<file path="config.mk">
export PLATFORM = sky130hd
export DESIGN_NAME = ws2812b_frame_limiter
export DESIGN_NICKNAME = d
export VERILOG_FILES = /design/src/rtl/ws2812b_frame_limiter.sv
export SDC_FILE = /design/constraint.sdc
export NUM_CORES = 1
export LEC_CHECK = 0
export ABC_AREA = 1
export CORE_MARGIN = 2
export CORE_UTILIZATION = 31
export CTS_BUF_LIST = sky130_fd_sc_hd__clkbuf_4
export DETAILED_ROUTE_END_ITERATION = 16
export PLACE_DENSITY = 0.48
export SYNTH_ARGS = -nofsm -noshare
export SYNTH_HDL_FRONTEND = slang
export SYNTH_SLANG_ARGS = --single-unit
</file>
<file path="constraint.sdc">
create_clock -name clk_50 -period 4.1 [get_ports clk_50]
set_clock_uncertainty 0.2 [all_clocks]
set_input_delay 0.82 -clock clk_50 [delete_from_list [all_inputs] [get_ports clk_50]]
set_output_delay 0.82 -clock clk_50 [all_outputs]
set_load 0.02 [all_outputs]
</file>
<file path="src/rtl/ws2812b_frame_limiter.sv">
// Rate limiter in front of the WS2812B strip controller: commits LED patterns no
// more often than once per hold-off window and keeps only the latest deferred write.
module ws2812b_frame_limiter #(
  parameter int N              = 32,
  parameter int HOLDOFF_CYCLES = 60000,
  parameter int CNT_W          = 16
) (
  input  logic         clk_50,
  input  logic         rst,
  input  logic         wr_en,
  input  logic [N-1:0] wr_data,
  output logic [N-1:0] led_data,
  output logic         update_pulse,
  output logic         busy,
  output logic         pending,
  output logic [7:0]   drop_count
);

  typedef enum logic {
    IDLE = 1'b0,
    HOLD = 1'b1
  } state_t;

  localparam logic [CNT_W-1:0] RELOAD = CNT_W'(HOLDOFF_CYCLES - 1);

  state_t           state, state_nxt;
  logic [CNT_W-1:0] counter, counter_nxt;
  logic [N-1:0]     pend_reg, pend_nxt;
  logic [N-1:0]     led_nxt;
  logic [N-1:0]     cand;
  logic             cand_valid;
  logic             pending_nxt;
  logic             pulse_nxt;
  logic             drop_inc;

  always_comb begin
    state_nxt   = state;
    counter_nxt = counter;
    pend_nxt    = pend_reg;
    pending_nxt = pending;
    led_nxt     = led_data;
    pulse_nxt   = 1'b0;
    drop_inc    = 1'b0;
    cand        = pend_reg;
    cand_valid  = 1'b0;

    case (state)
      IDLE: begin
        counter_nxt = '0;
        pending_nxt = 1'b0;
        if (wr_en && (wr_data != led_data)) begin
          led_nxt     = wr_data;
          pulse_nxt   = 1'b1;
          counter_nxt = RELOAD;
          state_nxt   = HOLD;
        end
      end

      HOLD: begin
        if (counter != '0) begin
          counter_nxt = counter - 1'b1;
          if (wr_en) begin
            pend_nxt    = wr_data;
            pending_nxt = 1'b1;
            drop_inc    = pending && (wr_data != pend_reg);
          end
        end else begin
          // Expiry: a write in this very cycle beats the stored one.
          drop_inc = wr_en && pending && (wr_data != pend_reg);
          if (wr_en) begin
            cand       = wr_data;
            cand_valid = 1'b1;
          end else if (pending) begin
            cand       = pend_reg;
            cand_valid = 1'b1;
          end
          pending_nxt = 1'b0;
          if (cand_valid && (cand != led_data)) begin
            led_nxt     = cand;
            pulse_nxt   = 1'b1;
            counter_nxt = RELOAD;
          end else begin
            state_nxt = IDLE;
          end
        end
      end

      default: begin
        state_nxt   = IDLE;
        counter_nxt = '0;
        pending_nxt = 1'b0;
      end
    endcase
  end

  always_ff @(posedge clk_50 or posedge rst) begin
    if (rst) begin
      state        <= IDLE;
      counter      <= '0;
      led_data     <= '0;
      pend_reg     <= '0;
      pending      <= 1'b0;
      update_pulse <= 1'b0;
      busy         <= 1'b0;
      drop_count   <= '0;
    end else begin
      state        <= state_nxt;
      counter      <= counter_nxt;
      led_data     <= led_nxt;
      pend_reg     <= pend_nxt;
      pending      <= pending_nxt;
      update_pulse <= pulse_nxt;
      busy         <= (state_nxt == HOLD);
      if (drop_inc && (drop_count != 8'hFF))
        drop_count <= drop_count + 8'd1;
    end
  end

endmodule

</file>
==> flow_metrics.tcl <==
set metrics [dict create \
    dieArea_mm2 0.0214 \
    ys_warn_count 0 \
    critPathTopFamily "buffers and inverters" \
    chipHeight_um 146 \
    pin_count 78 \
    port_buffers 77 \
    clk_pin_slew_ns 0.15 \
    routed-via-count 6214 \
    met1_usage_pct 26.0 \
    vdd.ir_drop.worst_mv 0.141 \
    syn_inst 995 \
    r2r_cells 11 \
    ys_ff_latch 91 \
    synth.area.top_cells "dfrtp_1 (36%), nand2_1 (30%), nand3_1 (6.8%)" \
    overflow 0 \
    powerDensity_mw_per_mm2 263 \
    yosysMostFrequentCell "nand2_1" \
    core-area_mm2 0.0200 \
    arrival_ns 3.19 \
    slowest_delay_ns 0.76 \
    antenna_found_initial 1 \
    crit_slowest_cell "clkinv_1" \
    finalHoldViolCount 0 \
    cts-buffers-inserted 9 \
    cp_max_fo 24 \
    die_w_um 146 \
    top_usage_layer "met2" \
    worst-path-stages 11 \
    min_to "counter[7]$_DFFE_PP0P_" \
    startpoint_type "flip-flop" \
    postRouteAntennaNets 0 \
    synth.distinct_cells 28 \
    timing.final.crit_share_pct 73.7 \
    fillers 2249 \
    gp_routability_congestion 0.824 \
    worstMarginPinSlew_ns 0.958 \
    cts_setup_buffers 0 \
    place_area_mm2 0.00729 \
    setup_tns_ns 0 \
    grt_start_max_net_pins 73 \
    post_cts_resize_count 0 \
    met2_usage_pct 30.5 \
    synth_commonest_cells "nand2_1 (499), inv_1 (93), dfrtp_1 (91)" \
    crit_path_frequent_cell "nand2_1" \
    critPathBufInv 4 \
    viasPerCell 4.65 \
    cts_tree "built" \
    synth.net_count 1033 \
    grt_use_total_pct 18.8 \
    drive_above_1_share_pct 3.10 \
    synth_edf_count 0 \
    dp_hpwl_um 13300 \
    clockBufferDepth 2 \
    fmax_mhz 331 \
    postLayoutCellArea_mm2 0.00738 \
    root_buffer "clkbuf_4" \
    reg2reg_from "counter[0]$_DFFE_PP0P_" \
    worstSkewPairLatency_ns 0.48 \
    min_path_type "reg -> reg" \
    final_nets 1099 \
    required_ns 4.27 \
    instances_no_fill 1335 \
    syn_avg_cell_area_um2 6.32 \
    layout_min_cycle_time_ns 3.02 \
    yosysSeqAreaShare_pct 36.2 \
    synth_mux_area_share_pct 0 \
    cp_cell_sequence "inv_1 > ha_1 > nand2_1 > nor2_1 > nand2_1 > inv_1 > nor2_2 > clkinv_1 > buf_4 > nand2_1 > nand2_1" \
    synth-compound-area-share_pct 5.30 \
    status "finished, final reports clean" \
    met3_usage_pct 2.38 \
    drc 0 \
    initial_core_util_pct 31.4 \
    crit_type "reg -> reg" \
    routedWlPerCell_um 14.5 \
    grt_pass1_vias 6041 \
    area_growth_pct 17.5 \
    post_synth_fa_ha_maj_area_fraction_pct 0.597 \
    synthXorXnorAreaFrac_pct 5.58 \
    p_leak_uw 0.00376 \
    grt_pass1_wl_um 31900 \
    yosys.area.top_type "dfrtp_1" \
    yosysTopAreaCellShare_pct 36.2 \
    rsz0062_at_grt "no" \
    worst_r2r_endpoint "pend_reg[27]$_DFFE_PP0P_" \
    synthSimpleGateAreaFrac_pct 43.4 \
    synthFlopType "dfrtp_1" \
    drt-total-wl_um 19300 \
    relSlewSlack_pct 35.8 \
    syn_area_mm2 0.00628 \
    end_kind "flip-flop" \
    drt_iter0_drc 321 \
    slew_violations 0 \
    hold_path_depth 1 \
    h-tree-depth 3 \
    cts.hold.buffers_added 0 \
    cap_violations 0 \
    synth_top_family_by_area "simple AND/OR/NAND/NOR gates" \
    rows 52 \
    cts_sinks 91 \
    async_flop_share_pct 100 \
    hp-start "counter[7]$_DFFE_PP0P_" \
    dp.cells 1320 \
    reg2reg_slack_ns 1.08 \
    firstDrtPassIters 4 \
    setup_violations 0 \
]
==> metal layers <==
layer / share of wire, % / wire [um]
met5: 0 / 0
met4: 2.0 / 382
met3: 3.8 / 733
met2: 45 / 8690
met1: 49 / 9520
==> cells by family after synthesis <==
| logic type | after synthesis |
|---|---|
| simple gates | 671 |
| buf+inv | 127 |
| flops | 91 |
| compound gates | 63 |
| xor+xnor | 40 |
| fa+ha+maj | 3 |
==> placed cells by master, fill, tap and decap left out, drive strengths merged, types with 2 or more instances in the layout <==
cell / n
nand2: 502
inv: 94
dfrtp: 91
nand3: 87
clkdlybuf4s50: 76
nor2: 53
o21ai: 50
xnor2: 30
nand4: 21
buf: 11
xor2: 10
clkbuf: 9
nor3: 7
a21oi: 6
clkinv: 6
a22oi: 4
ha: 3
o211ai: 2
==> metrics by stage <==
stage / power [uW] / hold slack, ns / setup WS, ns / utilization (%)
finish: 1940 / 0.280 / 1.08 / 36.8
global route: 2070 / 0.317 / 0.856 / 36.8
CTS: 1970 / 0.280 / 1.02 / 36.8
detailed placement: 1520 / 0.261 / 0.605 / 36.4
global placement: 1530 / 0.263 / 0.629 / 36.4
floorplan: 1340 / 0.234 / 0.716 / -
==> area by class of cell <==
cell class                      count  area, um2  share of cell area, %
Timing Repair Buffer               87        853                   11.6
Sequential cell                    91       2280                   30.9
Clock inverter                      5       22.5                  0.305
Clock buffer                        9       67.6                  0.915
Antenna cell                        1       2.50                 0.0339
Tap cell                          270        338                   4.58
Multi-Input combinational cell    777       3460                   46.8
Inverter                           95        364                   4.93
==> power breakdown <==
part,switching (uW),leakage (uW),internal [uW]
combinational,267,0.00255,206
sequential,70.6,0.00116,956
clock,333,0.0000563,112
==> worst max path at each step <==
stage | start | to | slack (ns)
after floorplan | rst | counter[0]$_DFFE_PP0P_ | 0.72
after global placement | wr_en | led_data[1]$_DFFE_PP0P_ | 0.63
after detailed placement | wr_en | led_data[29]$_DFFE_PP0P_ | 0.60
after CTS | counter[0]$_DFFE_PP0P_ | pend_reg[27]$_DFFE_PP0P_ | 1.02
after global routing | counter[0]$_DFFE_PP0P_ | pend_reg[27]$_DFFE_PP0P_ | 0.86
final | counter[0]$_DFFE_PP0P_ | pend_reg[27]$_DFFE_PP0P_ | 1.08
(Power assumes the default switching activity.)
